==> src/rtl/hbridge_drive_monitor_pkg.sv <==
// Shared H-bridge drive definitions: bus patterns, default timing and sample decoding.
package hbridge_drive_monitor_pkg;

  // Drive bus patterns, shared with the PWM motor controller.
  localparam logic [3:0] DRIVE_IDLE = 4'b0000;
  localparam logic [3:0] DRIVE_FWD  = 4'b1001;
  localparam logic [3:0] DRIVE_REV  = 4'b0110;

  // Default timing: 1024-cycle PWM period, 500-cycle reversal dead time.
  localparam int PERIOD_BITS_DEFAULT = 10;
  localparam int DEAD_TIME_DEFAULT   = 500;

  typedef enum logic [1:0] {
    CLS_IDLE    = 2'd0,
    CLS_FWD     = 2'd1,
    CLS_REV     = 2'd2,
    CLS_ILLEGAL = 2'd3
  } drive_class_e;

  // Anything other than the three legal patterns is an illegal drive.
  function automatic drive_class_e classify_drive(input logic [3:0] d);
    drive_class_e c;
    case (d)
      DRIVE_IDLE: c = CLS_IDLE;
      DRIVE_FWD:  c = CLS_FWD;
      DRIVE_REV:  c = CLS_REV;
      default:    c = CLS_ILLEGAL;
    endcase
    return c;
  endfunction

endpackage

==> src/rtl/hbridge_drive_monitor_deadtime_checker.sv <==
// Dead-time checker: counts idle cycles since the last non-idle sample and
// raises a one-cycle set pulse when the direction reverses too early.
module hbridge_drive_monitor_deadtime_checker
  import hbridge_drive_monitor_pkg::*;
#(
  parameter int DEAD_TIME = DEAD_TIME_DEFAULT
) (
  input  logic clk,
  input  logic reset,
  input  logic sample_active,   // current sample is FWD or REV
  input  logic sample_dir,      // 1 = FWD, 0 = REV (valid with sample_active)
  input  logic sample_illegal,  // current sample is not a legal pattern
  output logic deadtime_set
);

  localparam int GAP_W = (DEAD_TIME > 0) ? $clog2(DEAD_TIME + 1) : 1;
  localparam logic [GAP_W-1:0] GAP_MAX = GAP_W'(DEAD_TIME);

  logic [GAP_W-1:0] gap_cnt_reg;
  logic             last_dir_reg;
  logic             last_dir_valid_reg;

  // Reversal check against the idle gap accumulated so far.
  always_comb begin
    deadtime_set = sample_active && last_dir_valid_reg &&
                   (sample_dir != last_dir_reg) && (gap_cnt_reg < GAP_MAX);
  end

  // Gap counter saturates at DEAD_TIME; illegal samples break the gap but keep the direction.
  always_ff @(posedge clk) begin
    if (reset) begin
      gap_cnt_reg        <= GAP_MAX;
      last_dir_reg       <= 1'b0;
      last_dir_valid_reg <= 1'b0;
    end else if (sample_active) begin
      gap_cnt_reg        <= '0;
      last_dir_reg       <= sample_dir;
      last_dir_valid_reg <= 1'b1;
    end else if (sample_illegal) begin
      gap_cnt_reg <= '0;
    end else if (gap_cnt_reg < GAP_MAX) begin
      gap_cnt_reg <= gap_cnt_reg + GAP_W'(1);
    end
  end

endmodule

==> src/rtl/hbridge_drive_monitor.sv <==
// Passive H-bridge drive monitor: measures duty/direction per 2^PERIOD_BITS
// window and keeps sticky illegal-pattern and dead-time fault flags.
module hbridge_drive_monitor
  import hbridge_drive_monitor_pkg::*;
#(
  parameter int PERIOD_BITS = PERIOD_BITS_DEFAULT,
  parameter int DEAD_TIME   = DEAD_TIME_DEFAULT
) (
  input  logic                 clk,
  input  logic                 reset,
  input  logic [3:0]           drive,
  input  logic                 fault_clear,
  output logic                 meas_valid,
  output logic [PERIOD_BITS:0] meas_duty,
  output logic                 meas_on,
  output logic                 meas_dir,
  output logic                 meas_mixed,
  output logic                 illegal_fault,
  output logic                 deadtime_fault
);

  localparam logic [PERIOD_BITS-1:0] WIN_MAX = '1;

  logic [3:0]             drive_q_reg;
  logic                   run_reg;
  logic [PERIOD_BITS-1:0] win_cnt_reg;
  logic [PERIOD_BITS:0]   active_cnt_reg;
  logic                   seen_fwd_reg;
  logic                   seen_rev_reg;
  logic                   last_dir_win_reg;

  logic                   meas_valid_reg;
  logic [PERIOD_BITS:0]   meas_duty_reg;
  logic                   meas_on_reg;
  logic                   meas_dir_reg;
  logic                   meas_mixed_reg;
  logic                   illegal_fault_reg;
  logic                   deadtime_fault_reg;

  drive_class_e           cls;
  logic                   is_fwd;
  logic                   is_rev;
  logic                   is_active;
  logic                   is_illegal;
  logic                   win_end;
  logic [PERIOD_BITS:0]   duty_next;
  logic                   seen_fwd_next;
  logic                   seen_rev_next;
  logic                   dir_next;
  logic                   deadtime_set;

  // Single input register; every decision below works on drive_q.
  always_ff @(posedge clk) begin
    if (reset) begin
      drive_q_reg <= DRIVE_IDLE;
    end else begin
      drive_q_reg <= drive;
    end
  end

  // Decode the registered sample and fold it into the running window totals.
  always_comb begin
    cls        = classify_drive(drive_q_reg);
    is_fwd     = (cls == CLS_FWD);
    is_rev     = (cls == CLS_REV);
    is_active  = is_fwd || is_rev;
    is_illegal = (cls == CLS_ILLEGAL);
    // run_reg holds the window off for the reset-value sample so the first
    // window covers the first 2^PERIOD_BITS real drive samples.
    win_end    = run_reg && (win_cnt_reg == WIN_MAX);
    duty_next     = active_cnt_reg + {{PERIOD_BITS{1'b0}}, is_active};
    seen_fwd_next = seen_fwd_reg || is_fwd;
    seen_rev_next = seen_rev_reg || is_rev;
    if (is_active) begin
      dir_next = is_fwd;
    end else if (seen_fwd_reg || seen_rev_reg) begin
      dir_next = last_dir_win_reg;
    end else begin
      dir_next = meas_dir_reg;  // no activity: keep the reported direction
    end
  end

  hbridge_drive_monitor_deadtime_checker #(
    .DEAD_TIME(DEAD_TIME)
  ) u_deadtime_checker (
    .clk            (clk),
    .reset          (reset),
    .sample_active  (is_active),
    .sample_dir     (is_fwd),
    .sample_illegal (is_illegal),
    .deadtime_set   (deadtime_set)
  );

  // Free-running window: accumulate each sample, publish and restart at window end.
  always_ff @(posedge clk) begin
    if (reset) begin
      run_reg          <= 1'b0;
      win_cnt_reg      <= '0;
      active_cnt_reg   <= '0;
      seen_fwd_reg     <= 1'b0;
      seen_rev_reg     <= 1'b0;
      last_dir_win_reg <= 1'b0;
      meas_valid_reg   <= 1'b0;
      meas_duty_reg    <= '0;
      meas_on_reg      <= 1'b0;
      meas_dir_reg     <= 1'b0;
      meas_mixed_reg   <= 1'b0;
    end else begin
      run_reg        <= 1'b1;
      meas_valid_reg <= win_end;
      if (run_reg) begin
        win_cnt_reg <= win_cnt_reg + 1'b1;
      end
      if (win_end) begin
        meas_duty_reg    <= duty_next;
        meas_on_reg      <= (duty_next != '0);
        meas_dir_reg     <= dir_next;
        meas_mixed_reg   <= seen_fwd_next && seen_rev_next;
        active_cnt_reg   <= '0;
        seen_fwd_reg     <= 1'b0;
        seen_rev_reg     <= 1'b0;
        last_dir_win_reg <= 1'b0;
      end else if (run_reg) begin
        active_cnt_reg <= duty_next;
        seen_fwd_reg   <= seen_fwd_next;
        seen_rev_reg   <= seen_rev_next;
        if (is_active) begin
          last_dir_win_reg <= is_fwd;
        end
      end
    end
  end

  // Sticky fault flags; a new fault in the clearing cycle takes priority.
  always_ff @(posedge clk) begin
    if (reset) begin
      illegal_fault_reg  <= 1'b0;
      deadtime_fault_reg <= 1'b0;
    end else begin
      if (is_illegal) begin
        illegal_fault_reg <= 1'b1;
      end else if (fault_clear) begin
        illegal_fault_reg <= 1'b0;
      end
      if (deadtime_set) begin
        deadtime_fault_reg <= 1'b1;
      end else if (fault_clear) begin
        deadtime_fault_reg <= 1'b0;
      end
    end
  end

  assign meas_valid     = meas_valid_reg;
  assign meas_duty      = meas_duty_reg;
  assign meas_on        = meas_on_reg;
  assign meas_dir       = meas_dir_reg;
  assign meas_mixed     = meas_mixed_reg;
  assign illegal_fault  = illegal_fault_reg;
  assign deadtime_fault = deadtime_fault_reg;

endmodule
==> config.mk <==
export PLATFORM = sky130hd
export DESIGN_NAME = hbridge_drive_monitor
export DESIGN_NICKNAME = d
export VERILOG_FILES = /design/src/rtl/hbridge_drive_monitor_pkg.sv /design/src/rtl/hbridge_drive_monitor_deadtime_checker.sv /design/src/rtl/hbridge_drive_monitor.sv
export SDC_FILE = /design/constraint.sdc
export NUM_CORES = 1
export LEC_CHECK = 0
export CAP_MARGIN = 25
export CORE_UTILIZATION = 35
export CTS_CLUSTER_SIZE = 16
export DETAILED_ROUTE_END_ITERATION = 10
export PLACE_DENSITY = 0.59
export SYNTH_ARGS = -nofsm -noshare
export SYNTH_HDL_FRONTEND = slang
export SYNTH_SLANG_ARGS = --single-unit
==> constraint.sdc <==
create_clock -name clk -period 7.4 [get_ports clk]
set_input_delay 1.85 -clock clk [delete_from_list [all_inputs] [get_ports clk]]
set_output_delay 1.85 -clock clk [all_outputs]
set_load 0.05 [all_outputs]
; ---- Word-level counts from Yosys, hierarchy flattened
; Index checks and enable logic that the tools add are counted.
[totals]
latchBits = 0
ramBits = 0
romBits = 0
wordCells = 58
regBits = 57
n_memories = 0
out_inout_bits = 17
input_bits = 7
[classes]
eq_ne = 7
reduce_logical = 19
div_mod_pow = 0
mul = 0
mux = 10
n_lt_le_gt_ge = 1
n_bitwise = 0
shifts = 0
addsub = 3
[op_table]
columns = cell, n
row1 = $mux 9, 3
row2 = $add 11x1->11, 1
row3 = $reduce_bool 11->1, 1
row4 = $add 10x1->10 const B, 1
row5 = $eq 10x10->1 const B, 1
row6 = $add 9x1->9 const B, 1
row7 = $lt 9x9->1 const B, 1
row8 = $mux 1, 6
row9 = $pmux 2 s3, 1
row10 = $reduce_bool 2->1, 3
row11 = $logic_and 1x1->1, 5
row12 = $eq 2x2->1 const B, 2
row13 = $eq 4x3->1 const B, 1
row14 = $eq 4x4->1 const B, 1
row15 = $logic_not 4->1, 1
row16 = $logic_or 1x1->1, 4
row17 = $reduce_and 2->1, 2
row18 = $reduce_bool 3->1, 1
row19 = $reduce_or 3->1, 1
row20 = $eq 2x1->1 const B, 1
row21 = $reduce_or 2->1, 1
row22 = $ne 1x1->1, 1

; ---- Depth between registers and ports, before layout
; Gate-level depths: netlist (run 1).
[logic_depth]
depth_word = 8
ltp_mapped = 12
ltp_nobuf = 11

; ---- Modules after synthesis
; From an unflattened synthesis (run 1), not the netlist that was laid out.
[unflattened]
cells_unflattened = 285
area_unflattened_um2 = 2620.0
[modules_own_cells]
columns = mod, area_per_inst_um2, cells_each, seq_area_each_um2, instances
row1 = hbridge_drive_monitor, 2075.7, 225, 920.9, 1
row2 = hbridge_drive_monitor_deadtime_checker, 544.3, 60, 220.2, 1

; ---- Least setup slack after synthesis (run 1)
; OpenSTA, ideal clock, no wires.
[synth_timing]
kind = register -> register
start = register drive_q_reg[2]
end = register meas_on_reg, in the netlist meas_on
t_required_ns = 7.278
path_slack_ns = 4.810
stages_incl_launch_ff = 13
arrival_time_ns = 2.468
setup_time_ns = 0.122
path_buffers = 1
period_less_slack_ns = 2.590
cell_sequence = dfxtp_1 nor2_1 and3_1 ha_1 inv_1 ha_1 ha_1 and3_1 buf_4 and3_4 xnor2_1 o2111a_1 a31oi_1
[synth_via]
elab_chain_len = 6
word_cells_on_any_way = 9
cone_classes = add/sub (1) / eq/ne (4) / mux (1) / reduce/logical (3)
[synth_lines]
columns = element, line
row1 = "start, declared", hbridge_drive_monitor.sv:24  ; logic [3:0] drive_q_reg;
row2 = "start signal, assigned", hbridge_drive_monitor.sv:57  ; drive_q_reg <= drive;
row3 = $eq 4x3->1 (tied with other cells), hbridge_drive_monitor_pkg.sv:23  ; case (d)
row4 = $pmux 2 s3 (*), hbridge_drive_monitor_pkg.sv:23
row5 = $eq 2x1->1 / $eq 2x2->1 (equally long branches), "hbridge_drive_monitor.sv:64, hbridge_drive_monitor.sv:65"
row6 = $logic_or 1x1->1 (*), hbridge_drive_monitor.sv:66  ; is_active = is_fwd || is_rev;
row7 = $add 11x1->11 (*), hbridge_drive_monitor.sv:71  ; duty_next = active_cnt_reg + {{PERIOD_BITS{1'b0}}, is_active};
row8 = $reduce_bool 11->1 (*), hbridge_drive_monitor.sv:116  ; meas_on_reg <= (duty_next != '0);
row9 = "end signal, assigned", hbridge_drive_monitor.sv:116
row10 = "end, declared", hbridge_drive_monitor.sv:34  ; logic meas_on_reg;
; Mark *: on every way between the ends. The rest lies on a longest branch, timed or not.
; A chain may end at the register's enable or synchronous reset.

; ---- Worst setup path in the final report (run 1)
[layout_timing]
start = register meas_on_reg, in the netlist meas_on
end = output port meas_on
[layout_rtl]
columns = element, line
row1 = "end, declared", hbridge_drive_monitor.sv:15  ; output logic meas_on,
; No word-level cell between the ends.

==> reports/results.tsv, run 1 <==
stage	metric	value	unit
final_layout	nets@finish	315	
final_layout	# diodes	0	
clock_network	htree depth	3	
logic_synthesis	Seq/Total Area, Yosys	43.85	%
place	worst slack at placement	3.795	ns
detailed_routing	final wirelength	4978	um
setup_path	crit path capture type	output pin	
setup_path	crit path buf inv count	1	
pwr	Peak VDD IR	0.07285	mV
logic_synthesis	ranking of synthesized cells by area	dfxtp_1 (44%), nor2_1 (7.4%), xor2_1 (7.1%)	
die	core area	7214	um2
logic_synthesis	most frequent cells after synthesis	dfxtp_1 (57), nor2_1 (51), xor2_1 (21)	
detailed_routing	DR vias/cell	4.758	
logic_synthesis	Synth async-reset ratio	0	%
clock_network	clock sink count	57	
setup_path	CP max stage cell	clkdlybuf4s50_1	
detailed_routing	DR top layer	met4	
timing	max_slew headroom	38.17	%
place	post-DP HPWL	3293	um
final_layout	non-filler instance count after layout	405	
detailed_routing	DR pass1 iterations	4	
clock_network	CTS buffer count	9	
timing	Setup Skew	0.007201	ns
clock_network	# Post-CTS Setup Buffers	0	
clock_network	CTS root buf	clkbuf_8	
global_route	initial antenna violation count	0	
die	num rows	31	
setup_path	CP Launch Type	flip-flop	
die	die width	88.23	um
detailed_routing	met2 WL	2082	um
setup_path	CP cell instances	clkdlybuf4s50_1	
setup_path	Crit Path Category	flip-flop to output pin	
clock_network	Max clock buf depth	2	
outcome	status	complete, no violations	
pwr	Internal	518.0	uW
global_route	vias in the first global route	1744	
pwr	Power Density	219.0	nW/um2
die	Top Ports	24	
timing	Fin. Hold Viols	0	
final_layout	layout cells sized above 1	8.824	%
pwr	Gate power share	5.1	%
detailed_routing	Detailed Route Iter0 Violations	72	
logic_synthesis	most frequent cell after synthesis	dfxtp_1	
timing	RSZ-0062 raised after global routing	no	
die	Die H	88.23	um
logic_synthesis	Yosys top cell by area	dfxtp_1	
timing	Worst-Margin Slew	0.9244	ns
global_route	largest net degree at the start of global routing	35	
logic_synthesis	Mapped Nets	297	
pwr	Pwr Total	672.1	uW
setup_path	CP Data Required Time	5.55	ns
pwr	Pleak	1.149	nW
logic_synthesis	Synth Area per Inst	9.196	um2
timing	setup TNS	0	ns
detailed_routing	detailed-route DRC error count	0	
detailed_routing	met1 wire length	2585	um
pwr	Net Sw Power	154.1	uW
setup_path	Max stage delay on crit path	0.81	ns
clock_network	CTS tree	built	
logic_synthesis	Synth Warn #	0	
timing	Setup violations, final	0	
setup_path	worst path arrival time	1.50	ns
logic_synthesis	share of the synthesized area in the top cell type	43.85	%
logic_synthesis	Main synth FF type	dfxtp_1	
logic_synthesis	Mapped Area	2602	um2
job	max-cap check violation count	0	
place	dpl cells	389	
timing	min setup slack post-route	4.048	ns
min_path	worst min path class	flip-flop to flip-flop	
timing	Max Fclk	0.2983	GHz
logic_synthesis	Synth Register Bits	57	
logic_synthesis	count of different cell masters after synthesis	46	
global_route	GRT Total Usage	14.23	%
timing	fin crit period	3.352	ns
setup_path	crit-path leading delay family	buffers and inverters	
logic_synthesis	Syn Inst Count	283	
logic_synthesis	Post-synth EDFFs	0	
detailed_routing	Final ANT Viol Nets	0	
global_route	first-pass GRT wire length	8293	um
place	IO buf count	23	
timing	max-slew violation count	0	
place	routability cong.	0.7478	
pwr	register share of total power	48.2	%
pwr	Sw Ratio	22.92	%
clock_network	Resized Gates After CTS	0	
detailed_routing	vias	1927	
clock_network	CTS clk-pin slew, worst paths	0.06	ns
global_route	global route overflow	0	
detailed_routing	Met3 Wirelength	199	um
clock_network	hold bufs inserted after CTS	0	
final_layout	final cell utilization of the core	42.54	%
final_layout	Area Overhead vs Synth	17.93	%
clock_network	Clock Latency Late Sink	0.34	ns
die	Die ar.	7785	um2
setup_path	CP Max Fanout	2	
die	Initial Utilization	36.07	%
pwr	Clk pwr share	46.6	%
detailed_routing	Wirelength per Cell	12.29	um
timing	fin crit share	45.30	%
[layout by cell type (no fill, tap or decap), types with 5 or more instances in the layout]
cell type	n
a211oi_1	7
a21oi_1	6
and3_1	7
clkbuf_8	9
clkdlybuf4s50_1	23
dfxtp_1	57
ha_1	7
inv_1	6
mux2i_1	7
nand2_1	15
nand3_1	13
nand4_1	8
nor2_1	51
nor2b_1	5
o21ai_0	8
xnor2_1	15
xor2_1	21
[power by group through the flow]
stage	Sequential [mW]	Combinational [mW]	Clock (mW)
floorplan	0.329	0.0263	0
global placement	0.331	0.0341	0
detailed placement	0.331	0.0347	0
CTS	0.324	0.0351	0.323
global route	0.326	0.0392	0.337
finish	0.324	0.0343	0.314
[final cells by class]
type / count / area [um2]
tap: 99 / 123.9
clock buffer: 10 / 127.6
inverter: 6 / 22.52
multi-input combinational: 203 / 1334
timing repair buffer: 24 / 237.7
sequential: 57 / 1141
fill: 736 / 4145
clock inverter: 6 / 82.58
[routing by layer]
metal	global-route usage, %	up-vias
met5	0	-
met4	7.478	0
met3	5.037	10
met2	19.93	33
met1	19.11	885
li1	-	999
[worst paths after layout]
check	from	endpoint	slack (ns)	cells after the start
worst min register to register	illegal_fault	illegal_fault	0.46	2
worst max-delay path	meas_on	meas_on	4.05	1
worst max register to register	run_reg	active_cnt_reg[7]	4.40	4
worst min-delay path	illegal_fault	illegal_fault	0.46	2
[cell families after synthesis]
logic type / count (synthesis) / synth area share, %
simple gates: 118 / 22.55
flops: 57 / 43.85
xor+xnor: 36 / 12.12
compound gates: 35 / 10.53
buf+inv: 23 / 4.904
mux: 7 / 2.692
fa+ha+maj: 7 / 3.365
[through the flow]
step | hold slack [ns] | area [um2]
after floorplan | 0.4198 | 2603
after global placement | 0.4428 | 2859
after detailed placement | 0.4522 | 2859
after CTS | 0.4600 | 3069
after global routing | 0.4878 | 3069
final | 0.4626 | 3069
No activity file was read; power rests on OpenSTA's default activity.
==> run 2: changes to the inputs <==
clock period = 3.5 ns   (was 7.4 ns; I/O delays follow)
==> run 2 against run 1 <==
  * Clock skew shrank 0.00098 ns
  * Non-clock buffer count increased by 4
  * Register-to-register slack worse by 3.7 ns
  * Total power increased by 110%
  * Critical path type is now flip-flop to flip-flop
  * Sequential power rose by 110%
==> reports/results.tsv, run 2 (same netlist as run 1, synthesis figures left out) <==
stage	metric	value	unit
detailed_routing	Final ANT Viol Nets	0	
clock_network	htree depth	3	
detailed_routing	Wirelength per Cell	11.84	um
timing	min setup slack post-route	0.7226	ns
final_layout	nets@finish	319	
die	Die ar.	7785	um2
pwr	Pleak	1.174	nW
global_route	global route overflow	0	
clock_network	CTS buffer count	9	
detailed_routing	DR vias/cell	4.777	
clock_network	Resized Gates After CTS	0	
die	num rows	31	
timing	Max Fclk	0.3600	GHz
timing	Setup violations, final	0	
die	Top Ports	24	
final_layout	Area Overhead vs Synth	19.23	%
setup_path	worst path arrival time	3.00	ns
clock_network	# Post-CTS Setup Buffers	0	
setup_path	crit path capture type	flip-flop	
timing	Worst-Margin Slew	0.5154	ns
detailed_routing	final wirelength	4830	um
detailed_routing	Detailed Route Iter0 Violations	85	
min_path	worst min path class	flip-flop to flip-flop	
die	Die H	88.23	um
final_layout	most common cell after layout, fill and taps aside	dfxtp_1	
die	Initial Utilization	36.07	%
global_route	routing usage on met3	3.918	%
place	routability cong.	0.8029	
global_route	GR Util met2	20.49	%
timing	setup TNS	0	ns
clock_network	CTS tree	built	
clock_network	hold bufs inserted after CTS	0	
global_route	GRT Total Usage	14.18	%
timing	worst hold slack	0.4613	ns
timing	Fin. Hold Viols	0	
pwr	Peak VDD IR	0.1500	mV
setup_path	Crit Path Category	flip-flop to flip-flop	
global_route	initial antenna violation count	0	
timing	fin crit period	2.777	ns
clock_network	clock sink count	57	
clock_network	CTS clk-pin slew, worst paths	0.06	ns
detailed_routing	detailed-route DRC error count	0	
final_layout	layout cells sized above 1	10.03	%
timing	Setup Skew	0.006221	ns
setup_path	CP Max Fanout	6	
detailed_routing	DR pass1 iterations	4	
clock_network	CTS root buf	clkbuf_8	
timing	max_slew headroom	65.53	%
place	post-DP HPWL	3400	um
global_route	GRT busiest layer	met2	
global_route	met1 usage	19.04	%
outcome	status	complete, no violations	
place	worst slack at placement	0.7217	ns
timing	RSZ-0062 raised after global routing	no	
global_route	first-pass GRT wire length	8286	um
pwr	Power Density	452.8	nW/um2
place	IO buf count	23	
timing	max-slew violation count	0	
timing	fin crit share	79.35	%
detailed_routing	vias	1949	
setup_path	CP Launch Type	flip-flop	
setup_path	CP Data Required Time	3.72	ns
global_route	largest net degree at the start of global routing	21	
job	max-cap check violation count	0	
global_route	vias in the first global route	1763	
die	die width	88.23	um
clock_network	Clock Latency Late Sink	0.33	ns
die	core area	7214	um2
final_layout	# diodes	0	
final_layout	leading cell types in the layout, fill and taps excluded	dfxtp_1 (57), nor2_1 (51), clkdlybuf4s50_1 (23), xor2_1 (21)	
clock_network	Max clock buf depth	2	
==> run 2: worst paths after layout <==
kind | cells past startpoint | slack (ns) | endpoint | startpoint
min | 2 | 0.46 | illegal_fault | illegal_fault
max reg2reg | 11 | 0.72 | meas_on | drive_q_reg[2]
max | 11 | 0.72 | meas_on | drive_q_reg[2]
min reg2reg | 2 | 0.46 | illegal_fault | illegal_fault
==> run 2: area by class of cell <==
type / instances / area (um2)
fillers: 747 / 4111
flip-flops and latches: 57 / 1141
well taps: 99 / 123.9
repair buffers: 28 / 267.8
clock buffers: 13 / 178.9
inverters: 6 / 22.52
multi-input cells: 203 / 1334
clock inverters: 2 / 35.03
==> run 2: per-layer routing <==
metal  wire (um)  vias up  part of all wire, %
met2        2049       32                   42
met5           0        -                    0
met3         207        9                  4.3
li1            -     1008                    -
met4         110        0                  2.3
met1        2463      900                   51
==> run 2: critical path, stage by stage, from the launching register on <==
cell and delay (ns):
dfxtp_1 0.39, nor2_1 0.06, and3_1 0.19, ha_1 0.43, inv_1 0.16, ha_1 0.24
ha_1 0.24, and3_1 0.27, and3_4 0.23, xnor2_1 0.18, o2111a_1 0.20, a31oi_1 0.07
==> run 2: stage by stage <==
stage               instance area (um2)  total power [mW]  util, %  cells
finish                             3103             1.405    43.01    408
global route                       3103             1.471    43.01    408
floorplan                          2603            0.7521        -    283
detailed placement                 2889            0.7755    40.05    393
CTS                                3103             1.425    43.01    408
global placement                   2889            0.7752    40.05    393
==> run 2: report_power, final <==
part | internal [mW] | switching, mW
clock network | 0.401 | 0.244
registers | 0.666 | 0.0159
logic | 0.0349 | 0.0436
total | 1.10 | 0.303
==> run 3: changes to the inputs <==
PLACE_DENSITY = 0.61   (was 0.59)
clock period = 2.29 ns   (was 3.5 ns; I/O delays follow)
==> run 3 against run 2 <==
  * Utilization is 0.92 points higher
  * Register-to-register slack got worse by 0.64 ns
  * Count of clock-buffer cells in the layout down 4
  * Largest power group unchanged
==> reports/results.tsv, run 3 (same netlist as run 1, synthesis figures left out) <==
stage	metric	value	unit
outcome	status	complete, no violations	
min_path	Min-Delay Endpoint	u_deadtime_checker.last_dir_valid_reg	
timing	worst hold slack	0.4577	ns
final_layout	non-filler instance count after layout	411	
detailed_routing	Detailed Route Iter0 Violations	52	
setup_path	flop2flop setup slack	0.09	ns
min_path	Hold Path Cell Cnt	1	
die	Die ar.	7785	um2
detailed_routing	Final ANT Viol Nets	0	
final_layout	most common cell after layout, fill and taps aside	dfxtp_1	
clock_network	CTS root buf	clkbuf_8	
detailed_routing	detailed-route DRC error count	0	
setup_path	crit path capture type	flip-flop	
min_path	worst min path class	flip-flop to flip-flop	
global_route	GRT Total Usage	14.43	%
timing	Setup Skew	0.006471	ns
place	Area after DPL	2962	um2
die	num rows	31	
clock_network	CTS tree	built	
pwr	Sw Ratio	25.25	%
setup_path	CP Max Fanout	6	
clock_network	Resized Gates After CTS	0	
clock_network	# Post-CTS Setup Buffers	0	
clock_network	hold bufs inserted after CTS	0	
clock_network	CTS clk-pin slew, worst paths	0.07	ns
final_layout	layout cells sized above 1	15.06	%
detailed_routing	DR pass1 iterations	4	
die	Die H	88.23	um
detailed_routing	vias	1958	
timing	RSZ-0062 raised after global routing	yes	
timing	Setup violations, final	0	
final_layout	nets@finish	321	
timing	Worst-Margin Slew	0.7911	ns
min_path	hold_sp	u_deadtime_checker.last_dir_valid_reg	
die	core area	7214	um2
timing	fin crit period	2.203	ns
die	Top Ports	24	
place	worst slack at placement	0.01729	ns
global_route	initial antenna violation count	0	
final_layout	final cell utilization of the core	43.93	%
timing	fin crit share	96.19	%
place	routability cong.	0.7656	
pwr	Pleak	1.155	nW
clock_network	htree depth	3	
place	post-DP HPWL	3427	um
global_route	largest net degree at the start of global routing	25	
final_layout	# diodes	0	
setup_path	worst path arrival time	2.44	ns
pwr	Net Sw Power	531.3	uW
pwr	Internal	1.572	mW
setup_path	Crit Path Category	flip-flop to flip-flop	
detailed_routing	Wirelength per Cell	12.38	um
timing	Max Fclk	0.4540	GHz
setup_path	CP Data Required Time	2.52	ns
setup_path	RR Startpoint	drive_q_reg[2]	
pwr	Peak VDD IR	0.2601	mV
setup_path	CP Launch Type	flip-flop	
timing	setup TNS	0	ns
setup_path	R2R cell count	11	
detailed_routing	DR vias/cell	4.764	
global_route	vias in the first global route	1820	
timing	max-slew violation count	0	
global_route	global route overflow	0	
place	dpl cells	395	
final_layout	Area Overhead vs Synth	21.78	%
final_layout	post-route cell area	3169	um2
timing	max_slew headroom	47.26	%
clock_network	CTS buffer count	9	
pwr	Power Density	663.8	nW/um2
die	die width	88.23	um
pwr	Pwr Total	2.104	mW
clock_network	Max clock buf depth	2	
place	IO buf count	23	
final_layout	leading cell types in the layout, fill and taps excluded	dfxtp_1 (53), nor2_1 (50), clkdlybuf4s50_1 (23), xor2_1 (21), nand2_1 (15)	
job	max-cap check violation count	0	
detailed_routing	final wirelength	5090	um
pwr	register share of total power	49.6	%
global_route	first-pass GRT wire length	8493	um
clock_network	Clock Latency Late Sink	0.35	ns
timing	Fin. Hold Viols	0	
die	Initial Utilization	36.07	%
setup_path	FF-to-FF End	meas_on	
clock_network	clock sink count	57	
timing	min setup slack post-route	0.08731	ns
pwr	Clk pwr share	44.5	%
pwr	Gate power share	5.9	%
## run 3: routing by layer
layer | wire length, um | vias up | track usage, %
li1 | - | 1010 | -
met5 | 0 | - | 0
met4 | 72 | 0 | 7.918
met2 | 2278 | 32 | 21.89
met1 | 2510 | 910 | 18.44
met3 | 228 | 6 | 4.198
## run 3: area by class of cell
cell class | count | area, um2
fillers | 725 | 4045
multi-input cells | 203 | 1396
flip-flops and latches | 57 | 1146
repair buffers | 30 | 282.8
clock buffers | 9 | 123.9
well taps | 99 | 123.9
clock inverters | 7 | 71.32
inverters | 6 | 25.02
## run 3: critical path, cell delays in order (launching register included)
cell,delay [ns]
dfxtp_2,0.38
nor2_1,0.06
and3_4,0.19
ha_4,0.28
inv_4,0.05
ha_4,0.16
ha_4,0.17
and3_4,0.18
and3_4,0.20
xnor2_2,0.15
o2111a_1,0.19
a31oi_1,0.09
## run 3: worst max path at each step
stage / start / endpoint / slack (ns) / depth (start not counted)
5_1_grt: drive_q_reg[0] / meas_on / -0.003 / 11
3_5_place_dp: drive_q_reg[0] / meas_duty[10] / 0.02 / 11
6_report: drive_q_reg[2] / meas_on / 0.09 / 11
4_1_cts: drive_q_reg[0] / meas_duty[10] / 0.006 / 11
3_3_place_gp: drive_q_reg[0] / meas_duty[10] / 0.12 / 11
2_1_floorplan: drive_q_reg[0] / meas_on / 0.02 / 12
## run 3: power by group through the flow
stage,Clock (mW),Combinational (mW),Sequential [mW]
2_1_floorplan,0,0.0883,1.07
3_3_place_gp,0,0.123,1.06
3_5_place_dp,0,0.125,1.07
4_1_cts,0.951,0.126,1.04
5_1_grt,0.991,0.139,1.05
6_report,0.935,0.125,1.04
